## config.mk

```make
export PLATFORM = sky130hd
export DESIGN_NAME = chacha_poly_block_packer
export DESIGN_NICKNAME = d
export VERILOG_FILES = /design/src/rtl/chacha_poly_block_packer_pkg.sv /design/src/rtl/chacha_poly_word_packer.sv /design/src/rtl/chacha_poly_block_packer.sv
export SDC_FILE = /design/constraint.sdc
export NUM_CORES = 1
export LEC_CHECK = 0
export ABC_AREA = 1
export BUFFER_PORTS_ARGS = -buffer_cell sky130_fd_sc_hd__buf_2
export CORE_MARGIN = 8
export CORE_UTILIZATION = 60
export CTS_BUF_LIST = sky130_fd_sc_hd__clkbuf_4 sky130_fd_sc_hd__clkbuf_8
export DETAILED_ROUTE_END_ITERATION = 6
export PLACE_DENSITY = 0.93
export SYNTH_ARGS = -nofsm -noshare
export SYNTH_HDL_FRONTEND = slang
export SYNTH_HIERARCHICAL = 1
export SYNTH_SLANG_ARGS = --single-unit
```

## constraint.sdc

```tcl
create_clock -name clk -period 6.5 [get_ports clk]
set_input_delay 1.3 -clock clk [delete_from_list [all_inputs] [get_ports clk]]
set_output_delay 1.3 -clock clk [all_outputs]
set_load 0.05 [all_outputs]
```

## src/rtl/chacha_poly_block_packer_pkg.sv

```systemverilog
`default_nettype none
// ============================================================================
// Module   : chacha_poly_block_packer_pkg
// Brief    : Shared constants, state encoding and keep-mask helper for the
//            ChaCha20-Poly1305 block packer.
// Revision : 1.0
// ============================================================================
package chacha_poly_block_packer_pkg;

    localparam int BLK_BYTES     = 16;
    localparam int WORD_BYTES    = 4;
    localparam int WORDS_PER_BLK = BLK_BYTES / WORD_BYTES;

    typedef enum logic [2:0] {
        ST_IDLE     = 3'd0,
        ST_AAD_FILL = 3'd1,
        ST_AAD_EMIT = 3'd2,
        ST_PLD_FILL = 3'd3,
        ST_PLD_EMIT = 3'd4,
        ST_LEN_EMIT = 3'd5
    } state_t;

    // Low-aligned lane mask: one bit per valid byte of a word.
    function automatic logic [WORD_BYTES-1:0] keep_mask(input logic [2:0] nbytes);
        logic [WORD_BYTES-1:0] m;
        m = '0;
        for (int i = 0; i < WORD_BYTES; i++) begin
            if (int'(nbytes) > i) begin
                m[i] = 1'b1;
            end
        end
        return m;
    endfunction

endpackage
`default_nettype wire

```

## src/rtl/chacha_poly_word_packer.sv

```systemverilog
`default_nettype none
// ============================================================================
// Module   : chacha_poly_word_packer
// Brief    : 32->128 bit lane assembler with zero-padded byte-keep tracking.
// Revision : 1.0
// ============================================================================
module chacha_poly_word_packer
    import chacha_poly_block_packer_pkg::*;
(
    input  logic         clk,
    input  logic         rst_n,
    input  logic         i_wr,
    input  logic         i_clr,
    input  logic [31:0]  i_data,
    input  logic [2:0]   i_bytes,
    output logic [1:0]   o_word_idx,
    output logic [127:0] o_asm_data,
    output logic [15:0]  o_asm_keep,
    output logic [127:0] o_merged_data,
    output logic [15:0]  o_merged_keep
);

    logic [127:0]          r_data;
    logic [15:0]           r_keep;
    logic [1:0]            r_idx;
    logic [WORD_BYTES-1:0] w_lane_keep;
    logic [31:0]           w_lane_data;

    assign w_lane_keep = keep_mask(i_bytes);

    // Bytes beyond the valid count are forced to zero so partial blocks pad cleanly.
    generate
        for (genvar b = 0; b < WORD_BYTES; b++) begin : g_byte
            assign w_lane_data[8*b +: 8] = w_lane_keep[b] ? i_data[8*b +: 8] : 8'h00;
        end
    endgenerate

    generate
        for (genvar w = 0; w < WORDS_PER_BLK; w++) begin : g_slot
            assign o_merged_data[32*w +: 32] = (r_idx == 2'(w)) ? w_lane_data : r_data[32*w +: 32];
            assign o_merged_keep[4*w +: 4]   = (r_idx == 2'(w)) ? w_lane_keep : r_keep[4*w +: 4];
        end
    endgenerate

    always_ff @(posedge clk or negedge rst_n) begin
        if (!rst_n) begin
            r_data <= '0;
            r_keep <= '0;
            r_idx  <= '0;
        end else if (i_clr) begin
            r_data <= '0;
            r_keep <= '0;
            r_idx  <= '0;
        end else if (i_wr) begin
            r_data <= o_merged_data;
            r_keep <= o_merged_keep;
            r_idx  <= r_idx + 2'd1;
        end
    end

    assign o_word_idx = r_idx;
    assign o_asm_data = r_data;
    assign o_asm_keep = r_keep;

endmodule
`default_nettype wire

```

## src/rtl/chacha_poly_block_packer.sv

```systemverilog
`default_nettype none
// ============================================================================
// Module   : chacha_poly_block_packer
// Brief    : Packs AAD/payload words into 128-bit Poly1305 blocks and emits
//            the final {pld_len, aad_len} LEN block.
// Revision : 1.0
// ============================================================================
module chacha_poly_block_packer
    import chacha_poly_block_packer_pkg::*;
#(
    parameter int LEN_W = 64
) (
    input  logic         clk,
    input  logic         rst_n,
    input  logic         start,
    input  logic         s_valid,
    input  logic [31:0]  s_data,
    input  logic [2:0]   s_bytes,
    input  logic         s_last,
    input  logic         s_is_aad,
    output logic         s_ready,
    output logic         aad_valid,
    output logic [127:0] aad_data,
    output logic [15:0]  aad_keep,
    input  logic         aad_ready,
    output logic         pld_valid,
    output logic [127:0] pld_data,
    output logic [15:0]  pld_keep,
    input  logic         pld_ready,
    output logic         len_valid,
    output logic [127:0] len_block,
    input  logic         len_ready,
    output logic         err,
    output logic         done
);

    state_t             r_state;
    state_t             w_state_nxt;
    logic [127:0]       r_blk_data;
    logic [15:0]        r_blk_keep;
    logic               r_last;
    logic [LEN_W-1:0]   r_aad_len;
    logic [LEN_W-1:0]   r_pld_len;
    logic               r_err;
    logic               r_done;

    logic [1:0]         w_word_idx;
    logic [127:0]       w_asm_data;
    logic [15:0]        w_asm_keep;
    logic [127:0]       w_merged_data;
    logic [15:0]        w_merged_keep;

    logic               w_in_aad;
    logic               w_word_bad;
    logic               w_trigger;
    logic               w_s_ready;
    logic               w_accept;
    logic               w_load;
    logic               w_load_word;
    logic               w_load_last;
    logic               w_pk_wr;
    logic               w_pk_clr;
    logic               w_clear_cnt;
    logic               w_err;
    logic               w_done;

    chacha_poly_word_packer u_word_packer (
        .clk           (clk),
        .rst_n         (rst_n),
        .i_wr          (w_pk_wr),
        .i_clr         (w_pk_clr),
        .i_data        (s_data),
        .i_bytes       (s_bytes),
        .o_word_idx    (w_word_idx),
        .o_asm_data    (w_asm_data),
        .o_asm_keep    (w_asm_keep),
        .o_merged_data (w_merged_data),
        .o_merged_keep (w_merged_keep)
    );

    assign w_in_aad   = (r_state == ST_AAD_FILL);
    // Only full words may precede the last word of a segment.
    assign w_word_bad = (s_bytes > 3'd4) || (!s_last && (s_bytes != 3'd4));
    assign w_trigger  = (w_word_idx == 2'd3) || s_last;

    always_ff @(posedge clk or negedge rst_n) begin
        if (!rst_n) begin
            r_state <= ST_IDLE;
        end else begin
            r_state <= w_state_nxt;
        end
    end

    always_comb begin
        w_state_nxt = r_state;
        w_s_ready   = 1'b0;
        w_accept    = 1'b0;
        w_load      = 1'b0;
        w_load_word = 1'b0;
        w_load_last = 1'b0;
        w_pk_wr     = 1'b0;
        w_pk_clr    = 1'b0;
        w_clear_cnt = 1'b0;
        w_err       = 1'b0;
        w_done      = 1'b0;
        if (start) begin
            w_state_nxt = ST_AAD_FILL;
            w_pk_clr    = 1'b1;
            w_clear_cnt = 1'b1;
        end else begin
            case (r_state)
                ST_AAD_FILL, ST_PLD_FILL: begin
                    if (w_in_aad && s_valid && !s_is_aad) begin
                        // Payload word closes the AAD segment; it is held off until PLD_FILL.
                        w_pk_clr = 1'b1;
                        if (|w_asm_keep) begin
                            w_load      = 1'b1;
                            w_load_last = 1'b1;
                            w_state_nxt = ST_AAD_EMIT;
                        end else begin
                            w_state_nxt = ST_PLD_FILL;
                        end
                    end else begin
                        w_s_ready = 1'b1;
                        if (s_valid) begin
                            if (w_word_bad || (!w_in_aad && s_is_aad)) begin
                                w_err = 1'b1;
                            end else begin
                                w_accept = 1'b1;
                                if (w_trigger) begin
                                    w_pk_clr = 1'b1;
                                    if (|w_merged_keep) begin
                                        w_load      = 1'b1;
                                        w_load_word = 1'b1;
                                        w_load_last = s_last;
                                        w_state_nxt = w_in_aad ? ST_AAD_EMIT : ST_PLD_EMIT;
                                    end else begin
                                        w_state_nxt = w_in_aad ? ST_PLD_FILL : ST_LEN_EMIT;
                                    end
                                end else begin
                                    w_pk_wr = 1'b1;
                                end
                            end
                        end
                    end
                end
                ST_AAD_EMIT: begin
                    if (aad_ready) begin
                        w_state_nxt = r_last ? ST_PLD_FILL : ST_AAD_FILL;
                    end
                end
                ST_PLD_EMIT: begin
                    if (pld_ready) begin
                        w_state_nxt = r_last ? ST_LEN_EMIT : ST_PLD_FILL;
                    end
                end
                ST_LEN_EMIT: begin
                    if (len_ready) begin
                        w_state_nxt = ST_IDLE;
                        w_done      = 1'b1;
                    end
                end
                default: begin
                    w_state_nxt = ST_IDLE;
                end
            endcase
        end
    end

    always_ff @(posedge clk or negedge rst_n) begin
        if (!rst_n) begin
            r_blk_data <= '0;
            r_blk_keep <= '0;
            r_last     <= 1'b0;
            r_aad_len  <= '0;
            r_pld_len  <= '0;
            r_err      <= 1'b0;
            r_done     <= 1'b0;
        end else begin
            r_err  <= w_err;
            r_done <= w_done;
            if (w_load) begin
                r_blk_data <= w_load_word ? w_merged_data : w_asm_data;
                r_blk_keep <= w_load_word ? w_merged_keep : w_asm_keep;
                r_last     <= w_load_last;
            end
            if (w_clear_cnt) begin
                r_aad_len <= '0;
                r_pld_len <= '0;
            end else if (w_accept) begin
                if (w_in_aad) begin
                    r_aad_len <= r_aad_len + LEN_W'(s_bytes);
                end else begin
                    r_pld_len <= r_pld_len + LEN_W'(s_bytes);
                end
            end
        end
    end

    assign s_ready   = w_s_ready;
    assign aad_valid = (r_state == ST_AAD_EMIT);
    assign aad_data  = r_blk_data;
    assign aad_keep  = r_blk_keep;
    assign pld_valid = (r_state == ST_PLD_EMIT);
    assign pld_data  = r_blk_data;
    assign pld_keep  = r_blk_keep;
    assign len_valid = (r_state == ST_LEN_EMIT);
    assign len_block = {64'(r_pld_len), 64'(r_aad_len)};
    assign err       = r_err;
    assign done      = r_done;

endmodule
`default_nettype wire
```

## Yosys cells after proc, flatten, opt, wreduce, memory -nomap -nowiden

Cells that the tools add are included.

| storage, ports and cells | value |
|---|---|
| flip-flop bits (word level) | 424 |
| bits of input ports | 44 |
| word-level logic and storage cells | 147 |
| output and inout bits | 422 |

| cells by class | value |
|---|---|
| $add $sub $neg | 3 |
| reductions and logical operators | 20 |
| eq/ne operators | 16 |
| $lt $le $gt $ge | 5 |
| mux-type cells | 92 |

Operators by type and width:

| kind | number |
|---|---|
| 128-bit 2-to-1 mux | 3 |
| 64-bit 2-to-1 mux | 6 |
| 64-bit by 3-bit adder with 64-bit output | 2 |
| 32-bit 2-to-1 mux | 4 |
| 1-bit 2-to-1 mux | 52 |
| 16-bit 2-to-1 mux | 3 |
| 3-bit 2-to-1 mux | 12 |
| 8-bit 2-to-1 mux | 4 |
| 16-bit OR reduction | 2 |
| 4-bit 2-to-1 mux | 4 |
| 4-bit inequality test, second input constant | 3 |
| 3-bit one-hot mux with 4 select lines | 1 |
| 3-bit by 2-bit inequality test with 1-bit output, second input constant | 3 |
| 3-bit by 2-bit equality test with 1-bit output, second input constant | 2 |
| 3-bit equality test, second input constant | 2 |
| 3-bit by 1-bit greater-than comparator with 1-bit output, second input constant | 2 |
| 3-bit by 2-bit greater-than comparator with 1-bit output, second input constant | 2 |
| 2-bit 2-to-1 mux | 3 |
| 6-bit AND reduction | 1 |
| 2-bit nonzero test | 3 |
| 2-bit equality test, second input constant | 2 |
| 1-bit logical AND | 4 |
| 2-bit AND reduction | 2 |
| 3-bit by 1-bit equality test with 1-bit output, second input constant | 1 |
| other kinds (9) | 13 |

## Longest topological paths before layout

Gate-level depths: netlist of run 1.

| logic depth | value |
|---|---|
| depth after elaboration | 12 |
| mapped depth | 20 |
| mapped depth without buffers | 17 |

## Modules after synthesis

The synthesis of run 1 kept the hierarchy.

Modules (own cells, without submodules):

| module | cells each | area each (sq um) | sequential area each (sq um) | times used |
|---|---|---|---|---|
| chacha_poly_block_packer | 2,950 | 18,677.9 | 6,956.7 | 1 |
| chacha_poly_word_packer | 1,039 | 7,611.0 | 3,653.5 | 1 |

## Worst setup path after synthesis of run 1

OpenSTA, ideal clock, no wires.

| path | value |
|---|---|
| path kind | input to output |
| start point | input port start |
| end point | output port s_ready |
| path slack | 3.009 ns |
| cell stages on the path | 3 |
| data required time | 5.200 ns |
| buffers on the path | 0 |
| arrival time | 2.191 ns |
| path through | inv_2 > nand2_1 > nor2_1 |

| between the ends | value |
|---|---|
| longest elaborated chain between the ends | 1 |

Ends and longest elaborated chain:

| item | line | text |
|---|---|---|
| start: declaration | chacha_poly_block_packer.sv:15 | `input logic start,` |
| 1-bit 2-to-1 mux | chacha_poly_block_packer.sv:106 | `if (start) begin` |
| end: declaration | chacha_poly_block_packer.sv:21 | `output logic s_ready,` |

Every way passes these cells.

## Worst setup path in the final report of run 1

| path | value |
|---|---|
| start point | register u_word_packer.r_idx[0], in the netlist u_word_packer/o_word_idx[0] |
| end point | register r_blk_data[109], in the netlist aad_data[109] |

| between the ends | value |
|---|---|
| longest elaborated chain between the ends | 11 |
| elaborated cells on any way between the ends | 22 |
| those cells by class | 3 x eq/ne; 16 x mux; 3 x reduce/logical |

Ends and longest elaborated chain:

| item | line | text |
|---|---|---|
| start: declaration | chacha_poly_word_packer.sv:25 | `logic [1:0] r_idx;` |
| start signal: assignment | chacha_poly_word_packer.sv:57 | `r_idx <= r_idx + 2'd1;` |
| 2-bit equality test (*) | chacha_poly_word_packer.sv:41 | `assign o_merged_keep[4*w +: 4] = (r_idx == 2'(w)) ? w_lane_keep : r_keep[4*w +: 4];` |
| 4-bit 2-to-1 mux (*) | chacha_poly_word_packer.sv:41 |  |
| via w_merged_keep[9] | chacha_poly_block_packer.sv:51 | `logic [15:0] w_merged_keep;` |
| 16-bit OR reduction (*) | chacha_poly_block_packer.sv:132 | `if (\|w_merged_keep) begin` |
| 1-bit 2-to-1 mux (*) | chacha_poly_block_packer.sv:132 |  |
| 1-bit 2-to-1 mux (*) | chacha_poly_block_packer.sv:130 | `if (w_trigger) begin` |
| 1-bit 2-to-1 mux (*) | chacha_poly_block_packer.sv:126 | `if (w_word_bad \|\| (!w_in_aad && s_is_aad)) begin` |
| 1-bit 2-to-1 mux (*) | chacha_poly_block_packer.sv:125 | `if (s_valid) begin` |
| 1-bit 2-to-1 mux | chacha_poly_block_packer.sv:113 | `if (w_in_aad && s_valid && !s_is_aad) begin` |
| 1-bit 2-to-1 mux | chacha_poly_block_packer.sv:111 | `case (r_state)` |
| 1-bit 2-to-1 mux | chacha_poly_block_packer.sv:106 |  |
| 128-bit 2-to-1 mux | chacha_poly_block_packer.sv:183 | `r_blk_data <= w_load_word ? w_merged_data : w_asm_data;` |
| end signal: assignment | chacha_poly_block_packer.sv:183 |  |
| end: declaration | chacha_poly_block_packer.sv:39 | `logic [127:0] r_blk_data;` |

The timed path passes the listed nets; every way through them passes the cells marked *.
A chain may end at the register's enable or synchronous reset.

==> results of run 1 <==
==> final cells by class <==
type	instances	area, sq um
well taps	585	732
inverters	281	1060
fillers	3740	13900
clock inverters	12	119
clock buffers	123	1520
flip-flops and latches	424	10600
multi-input cells	2977	12700
repair buffers	485	2540
diodes	3	7.51
==> worst max-delay path by stage <==
stage | start | end | slack, ps | cells past startpoint
after floorplan | start | s_ready | 3010 | 3
after global placement | s_bytes[2] | aad_data[109]$_DFFE_PN0P_ | 1530 | 17
after detailed placement | s_bytes[2] | aad_data[108]$_DFFE_PN0P_ | 1390 | 17
after CTS | u_word_packer/o_word_idx[0]$_DFFE_PN0P_ | aad_data[109]$_DFFE_PN0P_ | 1680 | 18
after global routing | u_word_packer/o_word_idx[0]$_DFFE_PN0P_ | aad_data[80]$_DFFE_PN0P_ | 1320 | 18
final | u_word_packer/o_word_idx[0]$_DFFE_PN0P_ | aad_data[109]$_DFFE_PN0P_ | 1560 | 18
==> metal layers <==
metal  part of all wire  wire [um]  vias up  track usage
met5            0.00031         27        -            0
met4              0.055       4810        6        0.180
met2               0.46      40500     1597        0.535
met1               0.38      32800    12400        0.417
li1                   -          -    12800            -
met3               0.11       9280      259       0.0735
==> registers in the layout, indices dropped and copies added, names as in the netlist <==
signal and flops:
aad_data 128, aad_keep 16, done 1, err 1
r_aad_len 64, r_last 1, r_pld_len 64, r_state 3
u_word_packer/o_asm_data 128, u_word_packer/o_asm_keep 16, u_word_packer/o_word_idx 2
==> cell usage after synthesis (all sizes together) (2+ instances only) <==
master  count  area share
o21bai     24      0.0069
o22ai       9      0.0021
nand2    2080        0.30
a21oi       7      0.0013
o21a       35       0.010
o21ai     145       0.031
dfrtp     424        0.40
inv       280       0.040
xnor2       2     0.00067
xor2       21      0.0070
fa          2      0.0015
ha         10      0.0048
nor2      293       0.043
buf       253       0.065
nand4     121       0.029
or2        15      0.0036
o31ai      11      0.0031
nand3     179       0.034
a31oi       4     0.00095
nor3        7      0.0013
clkbuf     54      0.0077
nand3b      8      0.0023
==> cells by family (layout without fill, tap and decap cells) <==
| kind of cell | Yosys count | after routing |
|---|---|---|
| DFF | 424 | 424 |
| and+or+nand+nor | 2705 | 2705 |
| other | 0 | 3 |
| xor gates and xnor gates | 23 | 23 |
| adders and majority gates | 12 | 12 |
| AOI/OAI and AO/OA | 237 | 237 |
| buffers and inverters | 588 | 901 |
==> report_power, final <==
group	switching, W	internal, W
registers	0.0000425	0.00268
clock network	0.00118	0.00153
logic	0.000740	0.000154
==> worst min-delay path, stage by stage (launching register included) <==
cell and delay [ps]:
dfrtp_1 350, nand2_1 60, nand2_1 50
==> layout by cell type, fill, tap and decap left out, types with 7 or more instances in the layout <==
cell type  count
a21oi_1        7
o21ai_0       83
o31ai_1       11
o22ai_1        9
xor2_1        21
buf_4         16
o21bai_1      24
clkbuf_8      96
buf_2        464
inv_1        264
nor2_1       287
nand3b_1       8
nand3_1      177
dfrtp_1      424
ha_1          10
inv_2         13
o21ai_1       37
o21ai_2       24
nand2_1     2068
nand4_1      121
nor3_1         7
o21a_1        35
clkbuf_4      27
or2_2         15
==> stage by stage <==
step           instances  cell area, sq um  worst slack, ps  total power [W]  hold slack [ps]
3_5_place_dp        4752             27700             1390          0.00366              477
3_3_place_gp        4752             27700             1530          0.00365              476
2_1_floorplan       3989             26300             3010          0.00340              471
4_1_cts             4887             29300             1680          0.00636              493
6_report            4890             29300             1560          0.00633              488
5_1_grt             4889             29300             1320          0.00654              518
==> impl_metrics.toml, run 1 <==
[outcome]
status = "complete, but fails checks"
failed_checks = "DRC"

[worst_setup_path]
cp_top_family = "buffers and inverters"
r2r_start = "u_word_packer/o_word_idx[0]$_DFFE_PN0P_"
critPathMaxStageDelay_ps = 800
regToRegEndpoint = "aad_data[109]$_DFFE_PN0P_"
cp.required_ps = 7090
reg2reg_depth = 18
regToRegSetupSlack_ps = 1560
crit_type = "flop to flop"
slowest_stage = "ha_1"
crit_chain = "inv_1 > ha_1 > inv_2 > nand2_1 > o21ai_0 > inv_1 > nor2_1 > nand2_1 > nor2_1 > nand2_1 > nand2_1 > nor2_4 > buf_4 > buf_4 > nand2_1 > nand2_1 > nand2_1 > nand2_1"
critPathArrivalTime_ps = 5530
crit_buf_inv = 5
end_kind = "flop"
critPathMaxFanout = 79
crit_path_start_kind = "flop"
crit_top_cell = "nand2_1"

[clock_network]
ctsResizeCount = 0
cts_buffer_depth = 3
htree_levels = 3
cts_tree = "yes"
cts.reportedPaths.clkPinSlew_ps = 60
post_cts_buffers = 0
ctsHoldBuffers = 0
worstSkewPairLatency_ps = 660
cts_root_buffer = "clkbuf_8"
clkSinkCount = 424
numCtsBuffers = 75

[synthesis]
synth_edf_count = 0
synth_compound_area_frac = 0.0562
synthDistinctLibCells = 38
ys_seq_area_frac = 0.404
synth_ff_type = "dfrtp_1"
synth-simple-area-share = 0.414
postSynthAreaPerCell_sq_um = 6.59
syn_inst = 3989
synth_top_family_by_area = "simple AND/OR/NAND/NOR gates"
synthAdderAreaFrac = 0.00628
syn_area_sq_um = 26300
synth.area.mux_share = 0
ys.warnings.count = 6
syn_nets = 4045
ys_seq_elements = 424
ys_async_sr_fraction = 1.00
synth_xor_area_frac = 0.00766

[floorplan]
ioPinCount = 466
initial_core_util = 0.609
die_x_um = 225
rows = 76
core_sq_um = 43200
die_area_sq_um = 50800
die_h_um = 225

[cells_and_area]
num-nets-final = 4300
drive_above_1_share = 0.162
syn_to_final_growth_pct = 11.5
utilization = 0.679

[min_path]
hold_class = "flop to flop"
holdPathStages = 2
min_to = "aad_data[79]$_DFFE_PN0P_"
hold_path_startpoint = "aad_data[79]$_DFFE_PN0P_"

[run]
drv_cap = 0

[sta]
slew_viol_final = 0
hold_violations = 0
rsz0062_at_grt = "false"
setup_viol = 0
relSlewSlack = 0.298
final.period_utilization = 0.760
period_minus_slack_ps = 4940
max_freq_ghz = 0.202
skew_ps = 28.8
setup_tns_ps = 0
tightestPinTransition_ps = 1050

[route]
routed_wl_um = 87500
drc_errors = 6
postRouteAntennaNets = 0
wl_per_cell_um = 17.9
drtIter0Drc = 3233
via_per_inst = 5.54
vias = 27100
dr.pass1.iters = 7

[grt]
grt_pass1_vias = 25100
antenna_found_initial = 6
grtUsageTotal = 0.333
grt.overflow.total = 0
grt_max_degree = 156
grt_pass1_wl_um = 136000

[pwr]
leakage_nw = 17.2
power-per-cell-area_nw_per_um2 = 216
vdd_drop_max_mv = 0.224

[placed_design]
dp_hpwl_um = 60400
io_buffers = 465
gp_congestion = 0.973
(Power assumes the default switching activity.)
==> run 2: changes to the inputs <==
- CORE_UTILIZATION: 60 -> 53
- PLACE_DENSITY: 0.93 -> 0.87
- clock period: 6.5 -> 4.2 ns (I/O delays scaled with it)
==> impl_metrics.toml, run 2 (synthesis results as in run 1) <==
[pwr]
power-per-cell-area_nw_per_um2 = 329
swShare = 0.311
total_power_w = 0.00974
p_int_w = 0.00671
pwr-share-comb = 0.146
leakage_nw = 17.3
pwr-share-clk = 0.421
p_switching_w = 0.00302
vdd_drop_max_mv = 0.294
pwr-share-seq = 0.433

[grt]
grt.overflow.total = 0
grtUsageTotal = 0.299
grt_pass1_vias = 25700
antenna_found_initial = 4
grt_max_degree = 104
grt_pass1_wl_um = 138000

[floorplan]
die_x_um = 239
core_sq_um = 49000
die_h_um = 239
ioPinCount = 466
die_area_sq_um = 57000
rows = 81
initial_core_util = 0.537

[cells_and_area]
drive_above_1_share = 0.165
mostFrequentLayoutCells = "2068 x nand2_1, 464 x buf_2, 424 x dfrtp_1, 287 x nor2_1, 264 x inv_1"
num-nets-final = 4321
syn_to_final_growth_pct = 12.7
layout_commonest_cell = "nand2_1"
fillers = 4575

[worst_setup_path]
crit_chain = "inv_1 > ha_1 > buf_4 > nor2_1 > a31oi_1 > nor2_1 > nand2_1 > nor2_1 > nand2_1 > nand2_1 > nor2_4 > buf_4 > nand2_1 > nand2_1 > nand2_1 > nand2_1"
regToRegEndpoint = "aad_data[84]$_DFFE_PN0P_"
cp-endpoint = "aad_data[84]$_DFFE_PN0P_"
r2r_start = "u_word_packer/o_word_idx[0]$_DFFE_PN0P_"
crit_top_cell = "nand2_1"
critPathArrivalTime_ps = 3960
critPathMaxFanout = 80
slowest_stage = "buf_4"
regToRegSetupSlack_ps = 830
crit_path_start_kind = "flop"
crit_type = "flop to flop"
end_kind = "flop"
cp.required_ps = 4790
worstSetupStartpoint = "u_word_packer/o_word_idx[0]$_DFFE_PN0P_"
critPathMaxStageDelay_ps = 710
reg2reg_depth = 16

[sta]
setup_viol = 0
max_freq_ghz = 0.297
slew_viol_final = 0
rsz0062_at_grt = "false"
tightestPinTransition_ps = 1170
period_minus_slack_ps = 3370
setup_tns_ps = 0
fin_ws_ps = 830
skew_ps = 26.1
hold_ws_ps = 242
relSlewSlack = 0.218
hold_violations = 0
final.period_utilization = 0.802

[route]
vias = 26900
via_per_inst = 5.39
drtIter0Drc = 2773
top_layer = "met5"
dr.pass1.iters = 6
wl_met3_um = 9440
routed_wl_um = 87900
drc_errors = 0
met2_length_um = 40900
postRouteAntennaNets = 0
wl_per_cell_um = 17.6
wl_met1_um = 33700

[clock_network]
ctsHoldBuffers = 0
cts_buffer_depth = 3
cts_root_buffer = "clkbuf_8"
worstSkewPairLatency_ps = 660
cts_tree = "yes"
ctsResizeCount = 0
htree_levels = 3
post_cts_buffers = 0
clkSinkCount = 424
numCtsBuffers = 76
cts.reportedPaths.clkPinSlew_ps = 60

[outcome]
status = "finished clean"

[min_path]
hold_class = "input pin to asynchronous set/reset pin"

[placed_design]
io_buffers = 465
pre_cts_slack_ps = 657
gp_congestion = 0.983
dp_hpwl_um = 62500

[run]
drv_cap = 0
==> run 2: cell count changes in the layout (fill, tap and decap cells not counted), moves of 2 or more <==
cell	delta
inv_8	-4
clkinv_2	+2
buf_12	+9
buf_4	+11
clkbuf_4	-2
diode_2	+2
==> run 2: through the flow <==
stage           util  instance area, sq um  cells
6_report       0.605                 29600   4988
5_1_grt        0.605                 29600   4983
4_1_cts        0.605                 29600   4983
3_5_place_dp   0.573                 28000   4851
3_3_place_gp   0.573                 28000   4851
2_1_floorplan      -                 26300   3989
==> run 2: final cells by class <==
type / count / area (sq um) / area share
diodes: 5 / 12.5 / 0.000422
clock buffers: 122 / 1520 / 0.0514
clock inverters: 10 / 62.6 / 0.00211
inverters: 281 / 1060 / 0.0358
multi-input cells: 2977 / 12700 / 0.430
flip-flops and latches: 424 / 10600 / 0.358
well taps: 664 / 831 / 0.0280
repair buffers: 505 / 2800 / 0.0945
==> run 2: routing by layer <==
metal / track usage / vias to the layer above
met2: 0.497 / 1401
li1: - / 12800
met1: 0.368 / 12400
met5: 0 / -
met3: 0.0682 / 273
met4: 0.134 / 4
==> run 2: power by group through the flow <==
stage	sequential (W)	combinational (W)	clock, W
4_1_cts	0.00421	0.00142	0.00417
6_report	0.00422	0.00142	0.00410
3_3_place_gp	0.00429	0.00141	0
2_1_floorplan	0.00441	0.000852	0
5_1_grt	0.00422	0.00152	0.00435
3_5_place_dp	0.00429	0.00142	0
==> run 2: how the worst min path moves through the flow <==
stage                                                    startpoint                                   endpoint  slack (ps)
after detailed placement                   aad_data[77]$_DFFE_PN0P_                   aad_data[77]$_DFFE_PN0P_         480
after global routing                                          rst_n                  aad_data[111]$_DFFE_PN0P_         270
final                                                         rst_n                  aad_data[108]$_DFFE_PN0P_         240
after floorplan           u_word_packer/o_asm_data[106]$_DFFE_PN0P_  u_word_packer/o_asm_data[106]$_DFFE_PN0P_         470
after CTS                                                     rst_n                  aad_data[108]$_DFFE_PN0P_         250
after global placement                     aad_data[67]$_DFFE_PN0P_                   aad_data[67]$_DFFE_PN0P_         480
==> run 2: worst max-delay path, delay by kind of cell (launching register included) <==
kind                       cells  cell delay, ps
buffers and inverters          3            1120
adders and majority gates      1             370
and+or+nand+nor               11            1020
AOI/OAI and AO/OA              1             290
DFF                            1             440
